### config.mk
export PLATFORM = sky130hd
export DESIGN_NAME = cellram_pattern_tester
export DESIGN_NICKNAME = d
export VERILOG_FILES = /design/src/rtl/cellram_pattern_tester.sv
export SDC_FILE = /design/constraint.sdc
export NUM_CORES = 1
export LEC_CHECK = 0
export CAP_MARGIN = 20
export CORE_MARGIN = 10
export CORE_UTILIZATION = 57
export DETAILED_ROUTE_END_ITERATION = 8
export GPL_TIMING_DRIVEN = 0
export PLACE_DENSITY = 0.85
export SYNTH_ARGS = -nofsm -noshare
export SYNTH_HDL_FRONTEND = slang
export SYNTH_SLANG_ARGS = --single-unit
### constraint.sdc
create_clock -name clk -period 6.6 [get_ports clk]
set_input_delay 0.66 -clock clk [delete_from_list [all_inputs] [get_ports clk]]
set_output_delay 0.66 -clock clk [all_outputs]
set_load 0.1 [all_outputs]
### src/rtl/cellram_pattern_tester.sv
// ============================================================================
// Module  : cellram_pattern_tester
// Brief   : Fills a window of CellRAM words with a seed-derived pattern, reads it
//           back, then repeats with the inverted pattern and reports the results.
// Revision: 1.0 - initial release
// ============================================================================
`default_nettype none

module cellram_pattern_tester #(
    parameter int          WORDS     = 32,
    parameter logic [15:0] BASE_WORD = 16'h0000,
    parameter logic [15:0] SEED      = 16'hA5C3,
    parameter int          TIMEOUT   = 1023
) (
    input  logic        clk,
    input  logic        rst,
    input  logic        start,
    output logic        busy,
    output logic        done,
    output logic        pass,
    output logic        timeout,
    output logic [15:0] err_count,
    output logic [15:0] first_err_idx,
    output logic [23:0] cr__addr,
    output logic [15:0] cr__data_in,
    output logic        cr__read,
    output logic        cr__write,
    input  logic        cr__wait,
    input  logic [15:0] cr__data_out,
    output logic [15:0] ss__value
);

    localparam logic [2:0] S_IDLE    = 3'd0;
    localparam logic [2:0] S_WR      = 3'd1;
    localparam logic [2:0] S_WR_WAIT = 3'd2;
    localparam logic [2:0] S_RD      = 3'd3;
    localparam logic [2:0] S_RD_WAIT = 3'd4;
    localparam logic [2:0] S_DONE    = 3'd5;

    localparam logic [15:0] LAST_IDX    = 16'(WORDS - 1);
    localparam logic [9:0]  TIMEOUT_LIM = 10'(TIMEOUT - 1);
    localparam logic [15:0] NO_ERR      = 16'hFFFF;

    logic [2:0]  state;
    logic [15:0] idx;
    logic        pass_sel;
    logic [9:0]  wait_cnt;

    logic [2:0]  state_nxt;
    logic [15:0] idx_nxt;
    logic        pass_sel_nxt;
    logic [9:0]  wait_cnt_nxt;
    logic [15:0] err_nxt;
    logic [15:0] first_nxt;
    logic        timeout_nxt;
    logic [15:0] expected;
    logic        busy_nxt;

    function automatic logic [15:0] pattern(input logic [15:0] i, input logic inv);
        logic [15:0] p;
        p = i ^ SEED;
        return inv ? ~p : p;
    endfunction

    assign expected = pattern(idx, pass_sel);
    assign ss__value = done ? err_count : {pass_sel, idx[14:0]};

    always_comb begin
        state_nxt    = state;
        idx_nxt      = idx;
        pass_sel_nxt = pass_sel;
        wait_cnt_nxt = wait_cnt;
        err_nxt      = err_count;
        first_nxt    = first_err_idx;
        timeout_nxt  = timeout;
        case (state)
            S_IDLE, S_DONE: begin
                if (start) begin
                    state_nxt    = S_WR;
                    idx_nxt      = 16'd0;
                    pass_sel_nxt = 1'b0;
                    err_nxt      = 16'd0;
                    first_nxt    = NO_ERR;
                    timeout_nxt  = 1'b0;
                end
            end
            S_WR: begin
                state_nxt    = S_WR_WAIT;
                wait_cnt_nxt = 10'd0;
            end
            S_RD: begin
                state_nxt    = S_RD_WAIT;
                wait_cnt_nxt = 10'd0;
            end
            S_WR_WAIT: begin
                if (cr__wait) begin
                    if (wait_cnt == TIMEOUT_LIM) begin
                        state_nxt   = S_DONE;
                        timeout_nxt = 1'b1;
                    end else begin
                        wait_cnt_nxt = wait_cnt + 10'd1;
                    end
                end else if (idx == LAST_IDX) begin
                    idx_nxt   = 16'd0;
                    state_nxt = S_RD;
                end else begin
                    idx_nxt   = idx + 16'd1;
                    state_nxt = S_WR;
                end
            end
            S_RD_WAIT: begin
                if (cr__wait) begin
                    if (wait_cnt == TIMEOUT_LIM) begin
                        state_nxt   = S_DONE;
                        timeout_nxt = 1'b1;
                    end else begin
                        wait_cnt_nxt = wait_cnt + 10'd1;
                    end
                end else begin
                    if (cr__data_out != expected) begin
                        if (err_count != 16'hFFFF) begin
                            err_nxt = err_count + 16'd1;
                        end
                        if (first_err_idx == NO_ERR) begin
                            first_nxt = idx;
                        end
                    end
                    if (idx != LAST_IDX) begin
                        idx_nxt   = idx + 16'd1;
                        state_nxt = S_RD;
                    end else if (!pass_sel) begin
                        idx_nxt      = 16'd0;
                        pass_sel_nxt = 1'b1;
                        state_nxt    = S_WR;
                    end else begin
                        state_nxt = S_DONE;
                    end
                end
            end
            default: state_nxt = S_IDLE;
        endcase
    end

    assign busy_nxt = (state_nxt == S_WR) || (state_nxt == S_WR_WAIT) ||
                      (state_nxt == S_RD) || (state_nxt == S_RD_WAIT);

    // Strobes, address and write data are registered on entry to WR/RD so the
    // strobe is high exactly during the WR/RD cycle and data stays put after it.
    always_ff @(posedge clk) begin
        if (rst) begin
            state         <= S_IDLE;
            idx           <= 16'd0;
            pass_sel      <= 1'b0;
            wait_cnt      <= 10'd0;
            err_count     <= 16'd0;
            first_err_idx <= NO_ERR;
            timeout       <= 1'b0;
            busy          <= 1'b0;
            done          <= 1'b0;
            pass          <= 1'b0;
            cr__read      <= 1'b0;
            cr__write     <= 1'b0;
            cr__addr      <= 24'd0;
            cr__data_in   <= 16'd0;
        end else begin
            state         <= state_nxt;
            idx           <= idx_nxt;
            pass_sel      <= pass_sel_nxt;
            wait_cnt      <= wait_cnt_nxt;
            err_count     <= err_nxt;
            first_err_idx <= first_nxt;
            timeout       <= timeout_nxt;
            busy          <= busy_nxt;
            done          <= (state_nxt == S_DONE);
            pass          <= (state_nxt == S_DONE) && (err_nxt == 16'd0) && !timeout_nxt;
            cr__write     <= (state_nxt == S_WR);
            cr__read      <= (state_nxt == S_RD);
            if ((state_nxt == S_WR) || (state_nxt == S_RD)) begin
                cr__addr <= {7'b0, BASE_WORD + idx_nxt, 1'b0};
            end
            if (state_nxt == S_WR) begin
                cr__data_in <= pattern(idx_nxt, pass_sel_nxt);
            end
        end
    end

endmodule

`default_nettype wire

==> summary.txt, run 1 <==
Via count = 6118
Die height = 121 um
Largest net degree at the start of global routing = 20
Syn Area/Cell = 8.08 um^2
Asr flop ratio synth = 0%
Wire length of the first global-routing pass = 31600 um
Gr usage total = 26.9%
#FFs+latches synth = 100
Slew HR = 32.6%
Num ports = 114
CP max-delay cell = dfxtp_1
Routed length on met2 = 9550 um
CP required = 6900 ps
Total power = 1.47 mW
Worst-path clk slew = 100 ps
Part of the Yosys area used for sequential elements = 34.3%
Maximum clock rate = 250 MHz
Peak supply drop = 0.216 mV
CP max FO = 19
Worst slew pin tran = 1010 ps
Final setup margin = 2600 ps
Grt total ovfl = 0
Max cap viols = 0
Drt wl/cell = 20.4 um
Crit path time final = 4000 ps
Initial antenna violation count = 0
Ys flop type = dfxtp_1
Syn Std Cell Area = 0.00583 mm^2
Startpoint types = register
CP Class = reg2reg
Hold_ws = 457 ps
Fin cells = 983
Hold_buf cts = 0
Detailed placement HPWL = 15200 um
Fin. Hold Viols = 0
Hold crit path type = reg2reg
DR top layer = met4
Clk root buf = clkbuf_8
Number of global-route vias before repair = 5945
Post-synth EDFFs = 0
Unique masters post-synth = 78
Final design utilization = 73.7%
Area contributors post-synth = dfxtp_1 (34%), nor2_1 (6.8%), ha_1 (4.3%), a21oi_1 (4.2%), xor2_1 (3.9%)
Crit-path cells = ha_1 > xor2_1 > nor4_1 > a41oi_2 > nand2_2 > buf_4 > nor2_1 > a22o_1 > or4_4 > nor4_2
First-pass iteration count of the detailed router = 7
Initial core utilization = 59.1%
Final worst-path cycle share = 60.6%
Mapped Cells = 721
Core region area = 0.00986 mm^2
Outcome = finished, final reports clean
Placer Congestion = 0.987
P&R area growth vs syn = 24.8%
Die area = 0.0147 mm^2
Antenna Nets Post-Route = 0
Post-Route M1 WL = 8200 um
Post-CTS resize count = 0
Worst setup slack after placement = 2670 ps
DRC violation count after routing = 0
Max Clock Skew = 8.53 ps
Area share of the largest cell type after synthesis = 34.3%
Iter 0 DRT Violations = 589
H-Tree Level Count = 3
Diode count = 0
Max stage delay on crit path = 920 ps
Ys Warns = 0
Clk buf depth = 2
DP Area = 0.00707 mm^2
CTS tree = done
Die width = 121 um
Synth area leader = dfxtp_1
Nets = 885
Met3 WL = 1770 um
Fin Setup TNS = 0 ps
Num Clock Sinks = 100
Vias/cell = 6.22
CP arrival = 4310 ps
Leak = 2.83 nW
Critical path endpoint category = register
DP Cell Count = 966
Final setup viols = 0
Max Slew Vio Count = 0
WL final = 20100 um
Clk Latency, worst-skew pair = 390 ps
RSZ-0062 raised after global routing = false
Total CTS buffers = 9
Port Buffer Count = 105
Post-CTS Repair Setup Buffers = 0
Layout cells sized above 1 = 10.7%
Finished Cell Area = 0.00727 mm^2
Cell row count = 36
Pwr dens = 202 mW/mm^2
Yosys cell counts (13+ instances only):
| cell type | instances |
|---|---|
| ha_1 | 20 |
| o21ai_0 | 36 |
| nor2b_1 | 14 |
| nand3_1 | 23 |
| buf_4 | 13 |
| clkbuf_1 | 25 |
| xnor2_1 | 15 |
| nor2_1 | 106 |
| a21oi_1 | 49 |
| or2_2 | 16 |
| nand2_1 | 56 |
| dfxtp_1 | 100 |
| a211oi_1 | 21 |
| xor2_1 | 26 |
logic make-up after synthesis:
| family | Yosys count | share of synthesized area (%) |
|---|---|---|
| mux | 14 | 2.66 |
| flops | 100 | 34.3 |
| xor+xnor | 41 | 6.16 |
| other cells | 1 | 0.0643 |
| compound gates | 189 | 22.2 |
| simple gates | 293 | 24.9 |
| buf+inv | 63 | 5.39 |
| fa+ha+maj | 20 | 4.29 |
per-layer routing:
layer  track usage [%]  vias up
li1                  -     2830
met1              33.2     2934
met2              43.3      311
met3              6.89       43
met4              11.6        0
met5                 0        -
worst paths after layout:
path / slack [ps] / depth (start not counted) / end / startpoint
setup / recovery: 2600 / 10 / pass / pass_sel
setup reg to reg: 2600 / 10 / pass / pass_sel
hold reg to reg: 460 / 2 / cr__data_in[10] / cr__data_in[10]
hold / removal: 460 / 2 / cr__data_in[10] / cr__data_in[10]
worst max-delay path: cells and delay by family, from the launching register on:
kind                     cells  cell delay [ps]
AND/OR/NAND/NOR              5             1450
buffers and inverters        1              210
adder cells (fa/ha/maj)      1              390
XOR/XNOR                     1              170
AO/OA/AOI/OAI                2              750
flip-flops                   1              920
power breakdown:
part	internal, mW	total, mW	switching [mW]
Combinational	0.102	0.417	0.316
Sequential	0.629	0.646	0.0171
Clock	0.177	0.406	0.229
Total	0.908	1.47	0.561
placed cells by master (no fill, tap or decap), types with 20 or more instances in the layout:
cell type,n
o21ai_0,36
a21oi_1,49
ha_1,20
dfxtp_1,100
nand3_1,23
nand2_1,56
clkdlybuf4s50_1,105
nor2_1,106
xor2_1,26
a211oi_1,21
clkbuf_1,25
registers in the layout (all words and copies together), names as in the netlist:
| register | count |
|---|---|
| busy | 1 |
| cr__addr | 16 |
| cr__data_in | 16 |
| cr__read | 1 |
| cr__write | 1 |
| done | 1 |
| err_count | 16 |
| first_err_idx | 16 |
| idx | 16 |
| pass | 1 |
| pass_sel | 1 |
| state | 3 |
| timeout | 1 |
| wait_cnt | 10 |
final cells by class:
| type | instances | area [um^2] |
|---|---|---|
| tap | 133 | 166 |
| clock inverter | 7 | 73.8 |
| sequential | 100 | 2000 |
| multi-input combinational | 565 | 3540 |
| fill | 756 | 2590 |
| clock buffer | 9 | 124 |
| inverter | 9 | 33.8 |
| timing repair buffer | 106 | 1060 |
| buffer | 54 | 280 |
Note: power is estimated with default switching activity, not from simulation.
==> run 2, diff against run 1 <==
CORE_UTILIZATION = 53   (was 57)
PLACE_DENSITY = 0.8   (was 0.85)
clock period = 4.1 ns   (was 6.6 ns; I/O delays follow)
==> summary.txt, run 2 (synthesis gave the netlist of run 1 again) <==
Die width = 125 um (+3.1%)
Slew HR = 32.6% (about the same)
Hold crit path type = reg2reg
Total CTS buffers = 9 (unchanged)
Sw frac = 37.4% (-0.80 points)
Clk Latency, worst-skew pair = 390 ps (about the same)
Layout cells sized above 1 = 10.1% (-0.56 points)
Hold path depth = 2 (unchanged)
Cell row count = 38 (+5.6%)
Gr usage total = 24.2% (-2.7 points)
CTS tree = done
Vias/cell = 6.06 (-2.6%)
Hold path start = cr__data_in[10]
CP Class = reg2reg
Final design utilization = 67.3% (-6.5 points)
CP arrival = 4200 ps (-110 ps)
Critical path endpoint category = register
Worst-path clk slew = 100 ps (about the same)
Detailed placement HPWL = 14900 um (-1.8%)
Logic pwr share = 28.8% (+0.4 points)
Startpoint types = register
Fin Setup TNS = 0 ps (unchanged)
Final setup viols = 0 (unchanged)
Max Slew Vio Count = 0 (unchanged)
Leak = 2.81 nW (-0.62%)
Seq pwr share = 44.7% (+0.7 points)
Post-CTS Repair Setup Buffers = 0 (unchanged)
Num ports = 114 (unchanged)
Outcome = finished, final reports clean
RSZ-0062 raised after global routing = false
Max cap viols = 0 (unchanged)
Iter 0 DRT Violations = 592 (+0.51%)
Reg-to-reg startpoint = pass_sel
Clk buf depth = 2 (unchanged)
Via count = 5990 (-2.1%)
Filler cells = 955 (+26%)
Hold Crit Endpoint = cr__data_in[10]
H-Tree Level Count = 3 (unchanged)
Initial core utilization = 54.0% (-5.1 points)
Max Clock Skew = 12.0 ps (+3.48 ps)
Finished Cell Area = 0.00726 mm^2 (-0.22%)
Port Buffer Count = 105 (unchanged)
DP Area = 0.00708 mm^2 (+0.12%)
Num Clock Sinks = 100 (unchanged)
Post-CTS resize count = 0 (unchanged)
Clk root buf = clkbuf_8
Initial antenna violation count = 0 (unchanged)
Fin. Hold Viols = 0 (unchanged)
Most frequent cells in the layout = nor2_1 (106), clkdlybuf4s50_1 (105), dfxtp_1 (100)
Final worst-path cycle share = 95.2% (+35 points)
Core region area = 0.0108 mm^2 (+9.4%)
Maximum clock rate = 256 MHz (+2.5%)
Int Pwr = 1.45 mW (+60%)
Worst slew pin tran = 1010 ps (+0.249 ps)
Die height = 125 um (+3.1%)
Wire length of the first global-routing pass = 31100 um (-1.6%)
Grt total ovfl = 0 (unchanged)
Net Sw Power = 0.868 mW (+55%)
Total power = 2.32 mW (+58%)
CP max FO = 19 (unchanged)
Commonest non-fill, non-tap cell in the layout = nor2_1
Number of global-route vias before repair = 5737 (-3.5%)
Worst Reg-to-Reg Cells = 10 (unchanged)
Largest net degree at the start of global routing = 20 (unchanged)
Hold_buf cts = 0 (unchanged)
Power share of the clock group = 26.5% (-1.1 points)
Peak supply drop = 0.324 mV (+50%)
DRC violation count after routing = 0 (unchanged)
Drt wl/cell = 19.9 um (-2.6%)
CP required = 4400 ps (-2500 ps)
Reg2reg setup slack = 200 ps (-2400 ps)
First-pass iteration count of the detailed router = 6 (-1)
Die area = 0.0156 mm^2 (+6.3%)
P&R area growth vs syn = 24.5%
WL final = 19700 um (-2.1%)
Nets = 885 (unchanged)
Diode count = 0 (unchanged)
Pwr dens = 320 mW/mm^2 (+58%)
Crit path time final = 3900 ps (-98.5 ps)
Placer Congestion = 0.957 (-3.0%)
Antenna Nets Post-Route = 0 (unchanged)
Crit Reg-Reg Endpoint = pass
-- run 2: cell types whose count changed in the layout (fill, tap and decap cells not counted), sizes merged --
cell and change:
clkbuf +3, clkinv -3, inv -2
-- run 2: per-layer routing --
layer / up-vias / routed length, um / GRT usage [%]
li1: 2817 / - / -
met1: 2868 / 8410 / 30.4
met3: 47 / 1350 / 5.23
met2: 258 / 9320 / 39.9
met4: 0 / 582 / 8.27
met5: - / 0 / 0
-- run 2: power groups by stage --
stage          combinational, mW  clock, mW  sequential [mW]
2_1_floorplan              0.244          0             1.31
3_3_place_gp               0.656          0             1.06
3_5_place_dp               0.662          0             1.06
4_1_cts                    0.664      0.626             1.04
5_1_grt                    0.701      0.664             1.04
6_report                   0.667      0.615             1.04
-- run 2: per-stage QoR --
stage | instances | hold WS, ps | setup WS (ps)
2_1_floorplan | 728 | 467 | 611
3_3_place_gp | 973 | 445 | 267
3_5_place_dp | 973 | 444 | 308
4_1_cts | 987 | 454 | 299
5_1_grt | 988 | 481 | 64.4
6_report | 988 | 455 | 197
-- run 2: cell type report --
cell class	instances	area, um^2	share of cell area [%]
Multi-Input combinational cell	565	3540	48.8
Sequential cell	100	2000	27.6
Timing Repair Buffer	106	1060	14.5
Buffer	54	280	3.86
Tap cell	140	175	2.41
Clock buffer	12	135	1.86
Clock inverter	2	37.5	0.517
Inverter	9	33.8	0.465
-- run 2: worst max-delay path, cell delays in order (launching register included) --
cell and delay (ps):
dfxtp_1 870, ha_1 380, xor2_1 230, nor4_1 110, a41oi_2 660, nand2_2 150
buf_4 230, o311ai_1 340, nand3_1 120, or4b_1 540, nor4_2 180
-- run 2: worst max path at each step --
stage / start / end / cells after the start
after floorplan: done / ss__value[10] / 2
after global placement: pass_sel / pass / 10
after detailed placement: pass_sel / pass / 10
after CTS: pass_sel / pass / 10
after global routing: pass_sel / pass / 10
final: pass_sel / pass / 10
==> run 3, diff against run 2 <==
CORE_MARGIN = 2   (was 10)
==> summary.txt, run 3 (synthesis gave the netlist of run 1 again) <==
Worst setup slack after placement = 321 ps (+12.2 ps)
Gr usage total = 32.8% (+8.6 points)
Most frequent cells in the layout = nor2_1 (106), clkdlybuf4s50_1 (105), dfxtp_1 (100)
Total CTS buffers = 9 (unchanged)
Die height = 109 um (-13%)
Startpoint types = register
First-pass iteration count of the detailed router = 5 (-1)
Critical path endpoint category = register
Max Slew Vio Count = 0 (unchanged)
Hold_buf cts = 0 (unchanged)
Clk Latency, worst-skew pair = 390 ps (about the same)
Cell row count = 38 (unchanged)
Final setup viols = 0 (unchanged)
Finished Cell Area = 0.00728 mm^2 (+0.36%)
Max cap viols = 0 (unchanged)
Die width = 109 um (-13%)
Number of global-route vias before repair = 5542 (-3.4%)
Num Clock Sinks = 100 (unchanged)
Fin Setup TNS = 0 ps (unchanged)
WL final = 19400 um (-1.6%)
Antenna Nets Post-Route = 0 (unchanged)
Peak supply drop = 0.354 mV (+9.2%)
Wire length of the first global-routing pass = 29700 um (-4.6%)
DP Area = 0.00708 mm^2 (unchanged)
Pwr dens = 325 mW/mm^2 (+1.7%)
Initial antenna violation count = 0 (unchanged)
Detailed placement HPWL = 14500 um (-3.3%)
Post-CTS resize count = 0 (unchanged)
Hold_ws = 458 ps (+3.11 ps)
Via count = 6078 (+1.5%)
Worst-path clk slew = 100 ps (about the same)
DRC violation count after routing = 0 (unchanged)
Final worst-path cycle share = 94.3% (-0.86 points)
CP Class = reg2reg
Initial core utilization = 54.0% (unchanged)
Iter 0 DRT Violations = 595 (+0.51%)
CP max FO = 19 (unchanged)
CP required = 4400 ps (about the same)
Placer Congestion = 0.956 (-0.19%)
RSZ-0062 raised after global routing = false
Outcome = finished, final reports clean
Nets = 885 (unchanged)
Hold crit path type = reg2reg
Commonest non-fill, non-tap cell in the layout = nor2_1
Clk root buf = clkbuf_8
Slew HR = 33.9% (+1.3 points)
Diode count = 0 (unchanged)
P&R area growth vs syn = 25.0%
Final setup margin = 232 ps (+35.2 ps)
Largest net degree at the start of global routing = 20 (unchanged)
Worst slew pin tran = 989 ps (-19.8 ps)
Num ports = 114 (unchanged)
Clk buf depth = 2 (unchanged)
Vias/cell = 6.14 (+1.3%)
Port Buffer Count = 105 (unchanged)
Grt total ovfl = 0 (unchanged)
CP arrival = 4170 ps (-30 ps)
Leak = 2.83 nW (+0.77%)
Post-CTS Repair Setup Buffers = 0 (unchanged)
Layout cells sized above 1 = 10.6% (+0.45 points)
CTS tree = done
H-Tree Level Count = 3 (unchanged)
Die area = 0.0119 mm^2 (-24%)
Max Clock Skew = 8.43 ps (-3.59 ps)
Crit path time final = 3870 ps (-35.2 ps)
Maximum clock rate = 259 MHz (+0.91%)
Core region area = 0.0108 mm^2 (unchanged)
Fin. Hold Viols = 0 (unchanged)
Drt wl/cell = 19.5 um (-1.8%)
==> run 3: cell count changes in the layout (fill, tap and decap cells not counted), sizes merged <==
| cell | change |
|---|---|
| clkbuf | -1 |
| clkinvlp | -1 |
| inv | +2 |
| clkinv | +2 |
==> run 3: metal layers <==
layer | vias to the layer above | track usage (%) | share of wire, % | wire (um)
li1 | 2823 | - | - | -
met2 | 290 | 53.1 | 47 | 9110
met4 | 0 | 13.0 | 2.3 | 439
met3 | 38 | 6.22 | 7.7 | 1500
met1 | 2927 | 43.0 | 43 | 8300
met5 | - | 0 | 0 | 0
==> run 3: metrics by stage <==
stage               total power [mW]  cells  utilization [%]
floorplan                       1.56    728                -
global placement                1.71    973             65.6
detailed placement              1.72    973             65.6
CTS                             2.37    989             67.4
global route                    2.45    990             67.5
finish                          2.37    990             67.5
==> run 3: final timing paths <==
path,startpoint,end,slack [ps],cells past startpoint
hold / removal,cr__data_in[2],cr__data_in[2],460,2
hold reg to reg,cr__data_in[2],cr__data_in[2],460,2
setup / recovery,pass_sel,pass,230,10
setup reg to reg,pass_sel,pass,230,10
==> run 3: cell type report <==
class                   instances  area, um^2
inverters                       9        33.8
clock buffers                  11         141
flip-flops and latches        100        2000
plain buffers                  54         280
repair buffers                106        1060
multi-input cells             565        3540
fillers                       919        3510
clock inverters                 5        57.6
well taps                     140         175
==> run 3: worst max-delay path, cell delays in order (launching register included) <==
cell,delay (ps)
dfxtp_1,910
ha_1,420
xor2_1,180
nor4_1,390
a41oi_2,430
nand2_2,220
buf_4,200
nor2_1,80
a22o_1,260
or4_4,410
nor4_2,260
==> run 3: report_power, final <==
part	switching, mW	internal [mW]	total (mW)
clock	0.357	0.302	0.658
combinational	0.508	0.164	0.672
sequential	0.0265	1.01	1.04
total	0.891	1.48	2.37
